$ cat src/rtl/crossing_referee_if.sv
// Game I/O bundle between the referee core and its surroundings:
// debounced keys, tick and enable in; positions, timer and verdict out.
interface crossing_referee_if;
  logic       tick_1Hz;
  logic       en;
  logic       difficulty;
  logic       key_cat;
  logic       key_dog;
  logic       key_mouse;
  logic       key_canoe;
  logic [1:0] cnt_cat;
  logic [1:0] cnt_dog;
  logic [1:0] cnt_mouse;
  logic       canoe_side;
  logic       canoe_moving;
  logic [3:0] cnt_canoe;
  logic [3:0] ones;
  logic [3:0] tens;
  logic [1:0] gameState;
  logic       evt;

  modport master (
    output tick_1Hz, en, difficulty, key_cat, key_dog, key_mouse, key_canoe,
    input  cnt_cat, cnt_dog, cnt_mouse, canoe_side, canoe_moving, cnt_canoe,
           ones, tens, gameState, evt
  );

  modport slave (
    input  tick_1Hz, en, difficulty, key_cat, key_dog, key_mouse, key_canoe,
    output cnt_cat, cnt_dog, cnt_mouse, canoe_side, canoe_moving, cnt_canoe,
           ones, tens, gameState, evt
  );
endinterface

$ cat src/rtl/crossing_referee.sv
// River-crossing game referee: tracks cat/dog/mouse/canoe positions,
// departure count, BCD countdown and the win/lose verdict.
//
// state   | meaning
// --------+---------------------------------------------------------
// S_IDLE  | waiting for a rising edge on en, everything at rest
// S_PLAY  | canoe docked, animal keys board/unload, canoe key departs
// S_CROSS | canoe under way, next tick is arrival
// S_WIN   | all animals on the right bank, outputs frozen
// S_LOSE  | timeout, move limit or unsafe bank, outputs frozen
module crossing_referee #(
  parameter int TIME_EASY = 30,
  parameter int TIME_HARD = 20,
  parameter int MAX_MOVES = 15
) (
  input logic              clk_1kHz,
  input logic              btn_0,
  crossing_referee_if.slave io
);

  typedef enum logic [2:0] {S_IDLE, S_PLAY, S_CROSS, S_WIN, S_LOSE} state_t;

  localparam logic [1:0] POS_LEFT  = 2'b00;
  localparam logic [1:0] POS_BOAT  = 2'b01;
  localparam logic [1:0] POS_RIGHT = 2'b10;
  localparam logic [3:0] EASY_TENS = 4'(TIME_EASY / 10);
  localparam logic [3:0] EASY_ONES = 4'(TIME_EASY % 10);
  localparam logic [3:0] HARD_TENS = 4'(TIME_HARD / 10);
  localparam logic [3:0] HARD_ONES = 4'(TIME_HARD % 10);
  localparam logic [3:0] MOVE_CAP  = 4'(MAX_MOVES);

  state_t     state_q, state_d;
  logic [1:0] cat_q, cat_d, dog_q, dog_d, mouse_q, mouse_d;
  logic       side_q, side_d, moving_q, moving_d, evt_q, evt_d;
  logic [3:0] moves_q, moves_d, ones_q, ones_d, tens_q, tens_d;
  logic [3:0] key_prev_q, key_prev_d;
  logic       en_prev_q, en_prev_d;

  logic [3:0] keys, key_rise;
  logic       en_rise, canoe_empty, cat_here, dog_here, mouse_here;
  logic [1:0] bank;
  logic [3:0] dec_ones, dec_tens;
  logic       dec_zero;

  // Board from the canoe's bank into an empty canoe, or unload onto that bank.
  function automatic logic [1:0] animal_step(input logic [1:0] pos, input logic [1:0] at_bank,
                                              input logic empty);
    logic [1:0] nxt;
    nxt = pos;
    if (pos == POS_BOAT)             nxt = at_bank;
    else if (pos == at_bank && empty) nxt = POS_BOAT;
    return nxt;
  endfunction

  // Edge detection, bank occupancy and the decremented timer value.
  always_comb begin
    keys        = {io.key_canoe, io.key_mouse, io.key_dog, io.key_cat};
    key_rise    = keys & ~key_prev_q;
    en_rise     = io.en & ~en_prev_q;
    bank        = side_q ? POS_RIGHT : POS_LEFT;
    canoe_empty = (cat_q != POS_BOAT) && (dog_q != POS_BOAT) && (mouse_q != POS_BOAT);
    cat_here    = (cat_q == bank);
    dog_here    = (dog_q == bank);
    mouse_here  = (mouse_q == bank);
    if (ones_q == 4'd0) begin
      dec_ones = 4'd9;
      dec_tens = tens_q - 4'd1;
    end else begin
      dec_ones = ones_q - 4'd1;
      dec_tens = tens_q;
    end
    dec_zero = (dec_ones == 4'd0) && (dec_tens == 4'd0);
  end

  // Game sequencing: next state and next value of every game register.
  always_comb begin
    state_d    = state_q;
    cat_d      = cat_q;
    dog_d      = dog_q;
    mouse_d    = mouse_q;
    side_d     = side_q;
    moving_d   = moving_q;
    moves_d    = moves_q;
    ones_d     = ones_q;
    tens_d     = tens_q;
    evt_d      = 1'b0;
    key_prev_d = keys;
    en_prev_d  = io.en;

    if (!io.en) begin
      state_d  = S_IDLE;
      cat_d    = POS_LEFT;
      dog_d    = POS_LEFT;
      mouse_d  = POS_LEFT;
      side_d   = 1'b0;
      moving_d = 1'b0;
      moves_d  = 4'd0;
      ones_d   = 4'd0;
      tens_d   = 4'd0;
    end else begin
      case (state_q)
        S_IDLE: begin
          if (en_rise) begin
            state_d = S_PLAY;
            tens_d  = io.difficulty ? HARD_TENS : EASY_TENS;
            ones_d  = io.difficulty ? HARD_ONES : EASY_ONES;
          end
        end
        S_PLAY: begin
          if (cat_q == POS_RIGHT && dog_q == POS_RIGHT && mouse_q == POS_RIGHT) begin
            state_d = S_WIN;
            evt_d   = 1'b1;
          end else begin
            if (io.tick_1Hz) begin
              ones_d = dec_ones;
              tens_d = dec_tens;
            end
            if (io.tick_1Hz && dec_zero) begin
              state_d = S_LOSE;
              evt_d   = 1'b1;
            end else if (key_rise[0]) begin
              cat_d = animal_step(cat_q, bank, canoe_empty);
            end else if (key_rise[1]) begin
              dog_d = animal_step(dog_q, bank, canoe_empty);
            end else if (key_rise[2]) begin
              mouse_d = animal_step(mouse_q, bank, canoe_empty);
            end else if (key_rise[3]) begin
              // The canoe occupant is coded 01, so it never counts as on the bank.
              if (moves_q == MOVE_CAP || (cat_here && mouse_here) || (dog_here && cat_here)) begin
                state_d = S_LOSE;
                evt_d   = 1'b1;
              end else begin
                moves_d  = moves_q + 4'd1;
                side_d   = ~side_q;
                moving_d = 1'b1;
                state_d  = S_CROSS;
              end
            end
          end
        end
        S_CROSS: begin
          if (io.tick_1Hz) begin
            ones_d = dec_ones;
            tens_d = dec_tens;
            if (dec_zero) begin
              state_d = S_LOSE;
              evt_d   = 1'b1;
            end else begin
              moving_d = 1'b0;
              state_d  = S_PLAY;
            end
          end
        end
        default: ;
      endcase
    end
  end

  // Register update; reset preloads key history so held keys give no edge.
  always_ff @(posedge clk_1kHz) begin
    if (btn_0) begin
      state_q    <= S_IDLE;
      cat_q      <= POS_LEFT;
      dog_q      <= POS_LEFT;
      mouse_q    <= POS_LEFT;
      side_q     <= 1'b0;
      moving_q   <= 1'b0;
      moves_q    <= 4'd0;
      ones_q     <= 4'd0;
      tens_q     <= 4'd0;
      evt_q      <= 1'b0;
      key_prev_q <= keys;
      en_prev_q  <= 1'b0;
    end else begin
      state_q    <= state_d;
      cat_q      <= cat_d;
      dog_q      <= dog_d;
      mouse_q    <= mouse_d;
      side_q     <= side_d;
      moving_q   <= moving_d;
      moves_q    <= moves_d;
      ones_q     <= ones_d;
      tens_q     <= tens_d;
      evt_q      <= evt_d;
      key_prev_q <= key_prev_d;
      en_prev_q  <= en_prev_d;
    end
  end

  // State code for the display stages, decoded from the registered state.
  always_comb begin
    case (state_q)
      S_WIN:           io.gameState = 2'd1;
      S_LOSE:          io.gameState = 2'd0;
      S_PLAY, S_CROSS: io.gameState = 2'd2;
      default:         io.gameState = 2'd3;
    endcase
  end

  assign io.cnt_cat      = cat_q;
  assign io.cnt_dog      = dog_q;
  assign io.cnt_mouse    = mouse_q;
  assign io.canoe_side   = side_q;
  assign io.canoe_moving = moving_q;
  assign io.cnt_canoe    = moves_q;
  assign io.ones         = ones_q;
  assign io.tens         = tens_q;
  assign io.evt          = evt_q;

endmodule

$ cat src/flat_wrapper.sv
// flat-port wrapper written by rule: the top's interface ports become plain ports
module crossing_referee_flat 
#(
  parameter int TIME_EASY = 30,
  parameter int TIME_HARD = 20,
  parameter int MAX_MOVES = 15
)
  (clk_1kHz, btn_0, io_tick_1Hz, io_en, io_difficulty, io_key_cat, io_key_dog, io_key_mouse, io_key_canoe, io_cnt_cat, io_cnt_dog, io_cnt_mouse, io_canoe_side, io_canoe_moving, io_cnt_canoe, io_ones, io_tens, io_gameState, io_evt);
  crossing_referee_if io_i ();
  input logic clk_1kHz;
  input logic btn_0;
  input wire logic [$bits(io_i.tick_1Hz)-1:0] io_tick_1Hz;
  input wire logic [$bits(io_i.en)-1:0] io_en;
  input wire logic [$bits(io_i.difficulty)-1:0] io_difficulty;
  input wire logic [$bits(io_i.key_cat)-1:0] io_key_cat;
  input wire logic [$bits(io_i.key_dog)-1:0] io_key_dog;
  input wire logic [$bits(io_i.key_mouse)-1:0] io_key_mouse;
  input wire logic [$bits(io_i.key_canoe)-1:0] io_key_canoe;
  output wire logic [$bits(io_i.cnt_cat)-1:0] io_cnt_cat;
  output wire logic [$bits(io_i.cnt_dog)-1:0] io_cnt_dog;
  output wire logic [$bits(io_i.cnt_mouse)-1:0] io_cnt_mouse;
  output wire logic [$bits(io_i.canoe_side)-1:0] io_canoe_side;
  output wire logic [$bits(io_i.canoe_moving)-1:0] io_canoe_moving;
  output wire logic [$bits(io_i.cnt_canoe)-1:0] io_cnt_canoe;
  output wire logic [$bits(io_i.ones)-1:0] io_ones;
  output wire logic [$bits(io_i.tens)-1:0] io_tens;
  output wire logic [$bits(io_i.gameState)-1:0] io_gameState;
  output wire logic [$bits(io_i.evt)-1:0] io_evt;
  assign io_i.tick_1Hz = io_tick_1Hz;
  assign io_i.en = io_en;
  assign io_i.difficulty = io_difficulty;
  assign io_i.key_cat = io_key_cat;
  assign io_i.key_dog = io_key_dog;
  assign io_i.key_mouse = io_key_mouse;
  assign io_i.key_canoe = io_key_canoe;
  assign io_cnt_cat = io_i.cnt_cat;
  assign io_cnt_dog = io_i.cnt_dog;
  assign io_cnt_mouse = io_i.cnt_mouse;
  assign io_canoe_side = io_i.canoe_side;
  assign io_canoe_moving = io_i.canoe_moving;
  assign io_cnt_canoe = io_i.cnt_canoe;
  assign io_ones = io_i.ones;
  assign io_tens = io_i.tens;
  assign io_gameState = io_i.gameState;
  assign io_evt = io_i.evt;
  crossing_referee #(.TIME_EASY(TIME_EASY), .TIME_HARD(TIME_HARD), .MAX_MOVES(MAX_MOVES)) u_core (.clk_1kHz(clk_1kHz), .btn_0(btn_0), .io(io_i));
endmodule
$ cat config.mk
export PLATFORM = sky130hd
export DESIGN_NAME = crossing_referee_flat
export DESIGN_NICKNAME = d
export VERILOG_FILES = /design/src/rtl/crossing_referee_if.sv /design/src/rtl/crossing_referee.sv /design/src/flat_wrapper.sv
export SDC_FILE = /design/constraint.sdc
export NUM_CORES = 1
export LEC_CHECK = 0
export CAP_MARGIN = 20
export CORE_MARGIN = 3
export CORE_UTILIZATION = 46
export CTS_CLUSTER_DIAMETER = 60
export DETAILED_ROUTE_END_ITERATION = 12
export PLACE_DENSITY = 0.8
export SYNTH_ARGS = -nofsm -noshare
export SYNTH_HDL_FRONTEND = slang
export SYNTH_SLANG_ARGS = --single-unit
export TNS_END_PERCENT = 50
$ cat constraint.sdc
create_clock -name clk_1kHz -period 1.6 [get_ports clk_1kHz]
set_input_delay 0.48 -clock clk_1kHz [delete_from_list [all_inputs] [get_ports clk_1kHz]]
set_output_delay 0.48 -clock clk_1kHz [all_outputs]
set_load 0.03 [all_outputs]
---- Yosys cells after proc, flatten, opt, wreduce, memory -nomap -nowiden ----
Cells that the tools add are included.
storage, ports and cells
  register bits ........................... 29
cells by class
  $add $sub $neg .......................... 3
  equal/unequal tests ..................... 31
  muxes and demuxes ....................... 50
  bitwise gates (word level) .............. 12
  reductions and logical operators ........ 31
operator list
  kind                 count
  $mux 4               8
  $mux 3               10
  $pmux 4 s3           2
  $mux 1               19
  $ne 2x2->1 const B   8
  $mux 2               7
  $reduce_and 7->1     2
  $logic_not 4->1      3
  $ne 4x4->1 const B   3
  $logic_and 1x1->1    11
  $ne 2x1->1 const B   5
  $reduce_and 10->1    1
  $not 1->1            9
  $pmux 3 s3           1
  $reduce_and 8->1     1
  $reduce_bool 2->1    4
  $sub 4x1->4 const B  2
  $eq 2x1->1 const B   3
  $eq 2x2->1           3
  $eq 2x2->1 const B   3
  $eq 3x2->1 const B   2
  $pmux 2 s3           1
  $reduce_and 6->1     1
  $reduce_and 5->1     1
  other kinds (14)     17

---- Depth between registers and ports, before layout ----
  depth after elaboration ................. 13
  depth in mapped cells ................... 7
  gate-level depth less buffers ........... 6

---- Worst setup path after synthesis ----
Ideal clock, no wire load.
  path type ............................... reg-to-reg
  from .................................... reg u_core.side_q, in the netlist u_core.io.canoe_side
  to ...................................... reg u_core.moves_q[3], in the netlist u_core.io.cnt_canoe[3]
  setup time .............................. 70 ps
  data arrival time ....................... 1790 ps
  required time ........................... 1530 ps
  setup slack ............................. -260 ps
  stages on the path, launching flop included .. 7
  buffers on the path ..................... 1
  period minus slack after synthesis ...... 1860 ps
  cells stage by stage .................... dfxtp_1 -> buf_2 -> xor2_1 -> o22ai_1 -> a32o_1 -> or4_1 -> a21oi_1
on the way
  word-level cells in the longest chain between the ends .. 7
  elaborated cells on any way between the ends .. 10
  classes of those cells .................. eq/ne (3); mux (1); bitwise (1); reduce/logical (5)
RTL lines
  item                                 line                                            source
  start: declaration                   crossing_referee.sv:34                          logic side_q, side_d, moving_q, moving_d, evt_q, evt_d;
  start signal: assignment             crossing_referee.sv:179                         side_q <= side_d;
  $mux 2 *                             crossing_referee.sv:60                          bank = side_q ? POS_RIGHT : POS_LEFT;
  $eq 2x2->1 (on tied branches)        crossing_referee.sv:62, crossing_referee.sv:64
  $logic_and 1x1->1                    crossing_referee.sv:129                         if (moves_q == MOVE_CAP || (cat_here && mouse_here) || (dog_here && cat_here)) begin
  $logic_or 1x1->1                     crossing_referee.sv:129
  $logic_or 1x1->1 *                   crossing_referee.sv:129
  $not 1->1 (no source line) *         -
  $reduce_and 8->1 (no source line) *  -
  end signal: assignment               crossing_referee.sv:181                         moves_q <= moves_d;
  end: declaration                     crossing_referee.sv:35                          logic [3:0] moves_q, moves_d, ones_q, ones_d, tens_q, tens_d;
Every way passes the cells marked *; elsewhere a longest branch is shown, timed or not.
A chain may end at the register's enable or synchronous reset.

---- Worst setup path in the final report ----
  from .................................... reg u_core.state_q[0]
  to ...................................... out io_gameState[0]
on the way
  word-level cells in the longest chain between the ends .. 3
  elaborated cells on any way between the ends .. 6
  classes of those cells .................. eq/ne (4); mux (1); reduce/logical (1)
RTL lines
  item                                             line                     source
  start: declaration                               crossing_referee.sv:32   state_t state_q, state_d;
  start signal: assignment                         crossing_referee.sv:175  state_q <= state_d;
  $eq 3x1->1 / $eq 3x2->1 (equally long branches)  crossing_referee.sv:192  case (state_q)
  $reduce_or 2->1                                  crossing_referee.sv:192
  $pmux 2 s3 *                                     crossing_referee.sv:192
  end: declaration                                 flat_wrapper.sv:27       output wire logic [$bits(io_i.gameState)-1:0] io_gameState;
Marked as above.

==> flow_summary.yaml <==
synthesis:
  syn_area_per_cell_um2: 7.97
  syn_area_um2: 1670
  synth_cells: 209
  synth-edff-count: 0
  synthArstFlopShare_pct: 0
  synth-seq-area-share_pct: 34.8
  synth-seq-cells: 29
  synth_warnings: 0
  synth.distinct_cells: 48
  synth_nets: 220
  ys.flop_type: "dfxtp_1"
route:
  drt-initial-drc-count: 242
  drc: 0
  vias: 2129
  postRouteWirelength_um: 6540
  drtPass1Iterations: 5
  viasPerCell: 6.21
  antenna_left: 0
  post_drt_wl_per_cell_um: 19.1
finish:
  layout_common_cells: "49 x buf_4, 18 x nand2_1, 13 x nor2_1, 11 x dfxtp_1"
  stdcell_count: 343
  drive_above_1_share_pct: 51.9
  diodes: 0
  area_growth_pct: 74.4
  finalNetCount: 307
  final_common_cell: "buf_4"
timing:
  min_period_ps: 1800
  fin_crit_sh_pct: 113
  skew_ps: 11.6
  setup_slack_ps: -202
  rsz0062_at_grt: "true"
  setup_viol: 20
  fin_setup_tns_ps: -1690
  hold_viol: 0
  maxSlewViolCount: 0
  fmax_mhz: 555
  tightestPinTransition_ps: 409
  max_slew_margin_pct: 72.7
floorplanning:
  ios: 32
  core_um2: 3420
  die_h_um: 66.2
  die_area_um2: 4380
  dieWidth_um: 66.2
  start_util_pct: 48.8
  placementRows: 21
placed_design:
  placed_cells: 320
  io_buffers: 31
  place_hpwl_um: 3490
  gp_congestion: 0.909
  dp_worst_setup_slack_ps: -570
power:
  leakagePower_nw: 1.18
  vdd_drop_max_v: 0.000594
  power_density_nw_per_um2: 615
hold_path:
  min_path_type: "input port to register"
clock_tree:
  insertion_delay_ps: 350
  cts_sinks: 29
  cts_tree: "yes"
  clockRootBuffer: "clkbuf_4"
  cts_buffer_depth: 2
  clk_pin_slew_worst_paths_ps: 110
  cts_buffers: 5
  cts_hold_buf: 0
  cts_max_level: 2
global_route:
  grt_pass1_wl_um: 8800
  grt_overflow: 0
  grt_use_total_pct: 26.4
  grt_pass1_vias: 1863
  grt_max_degree: 12
  antenna_found_initial: 0
worst_setup_path:
  worstPathRequired_ps: 1120
  crit_path_end_kind: "output port"
  crit_type: "register to output port"
  cp.arrival_ps: 1320
  worstSetupStartpointType: "register"
  path_max_fanout: 5
status:
  status: "finished, violations left"
  violations: "negative setup slack"
job:
  maxCapViolCount: 0
-- metal layers --
layer  wire length [µm]  GRT usage, %  part of all wire, %
met1               2810          32.6                   43
met2               3090          44.2                   47
met3                469          6.29                  7.2
met4                175          9.39                  2.7
met5                  0             0                    0
-- path summary, 6_finish.rpt --
| kind | startpoint | end | cells past startpoint | slack, ps |
|---|---|---|---|---|
| worst max-delay path | u_core.state_q[0] | io_gameState[0] | 5 | -200 |
| worst min-delay path | io_key_mouse | u_core.key_prev_q[2] | 1 | 270 |
| worst min register to register | u_core.io.ones[3] | u_core.io.ones[3] | 1 | 520 |
| worst max register to register | u_core.state_q[1] | u_core.io.cnt_canoe[2] | 6 | -150 |
-- critical path, cell delays in order (launching register included) --
cell	delay [ps]
dfxtp_4	400
buf_6	140
nand2b_4	60
a21oi_4	130
nor2_1	70
buf_4	170
-- power by group --
| part | internal, W | leakage (nW) | switching [W] |
|---|---|---|---|
| clock | 0.000421 | 0.0534 | 0.000287 |
| sequential | 0.000724 | 0.247 | 0.0000144 |
| combinational | 0.000159 | 0.879 | 0.000182 |
| total | 0.00130 | 1.18 | 0.000484 |
-- kinds of logic after synthesis --
kind of cell	after synthesis	synth area share [%]
muxes	3	1.80
AOI/OAI and AO/OA	60	24.9
xor gates and xnor gates	2	1.05
adders and majority gates	2	1.50
DFF	29	34.8
and+or+nand+nor	94	31.1
buffers and inverters	19	4.88
-- area by class of cell --
class                           count  area [µm²]
Clock buffer                        6        62.6
Clock inverter                      2        35.0
Fill cell                         188         509
Inverter                            8        30.0
Multi-Input combinational cell    162        1320
Sequential cell                    29         623
Tap cell                           46        57.6
Timing Repair Buffer               90         781
-- registers in the layout, summed over array words and instances (netlist names) --
signal and cells:
u_core.io.cnt_canoe 4, u_core.io.ones 4, u_core.io.evt 1, u_core.state_q 3
u_core.io.cnt_dog 2, u_core.en_prev_q 1, u_core.io.canoe_side 1, u_core.io.canoe_moving 1
u_core.io.cnt_mouse 2, u_core.io.tens 4, u_core.key_prev_q 4, u_core.io.cnt_cat 2
-- what timing repair did --
action | CTS | global route
pin swaps | 10 | 11
resized for setup | 66 | 66
buffers inserted | 4 | 10
cloned | 0 | 1
hold endpoints to repair | 0 | 0
setup endpoints to repair | 44 | 38
-- metrics by stage --
step	hold slack (ps)	util [%]	power (W)	cell area, µm²
2_1_floorplan	508	-	0.000897	1770
3_3_place_gp	472	71.1	0.00101	2430
3_5_place_dp	477	71.1	0.00102	2430
4_1_cts	381	77.3	0.00172	2640
5_1_grt	272	85.1	0.00184	2910
6_report	274	85.1	0.00179	2910
-- synth_stat cells (3+ instances only) --
cell	count	area (µm²)
clkbuf_1	5	18.8
o22ai_1	3	18.8
or4_1	3	22.5
nand2b_1	9	56.3
inv_1	8	30.0
mux2i_1	3	30.0
a31oi_1	4	25.0
nor2b_1	9	56.3
o211a_1	3	30.0
or3_1	3	18.8
a21oi_1	18	90.1
buf_2	5	25.0
nand4_1	3	18.8
nor2_1	15	56.3
nand3_1	9	45.0
a32o_1	3	30.0
a211oi_1	3	22.5
nor4_1	4	25.0
o31ai_1	3	22.5
nor3_1	8	40.0
dfxtp_1	29	581
o21ai_0	10	50.1
nand2_1	19	71.3
(Power assumes the default switching activity.)
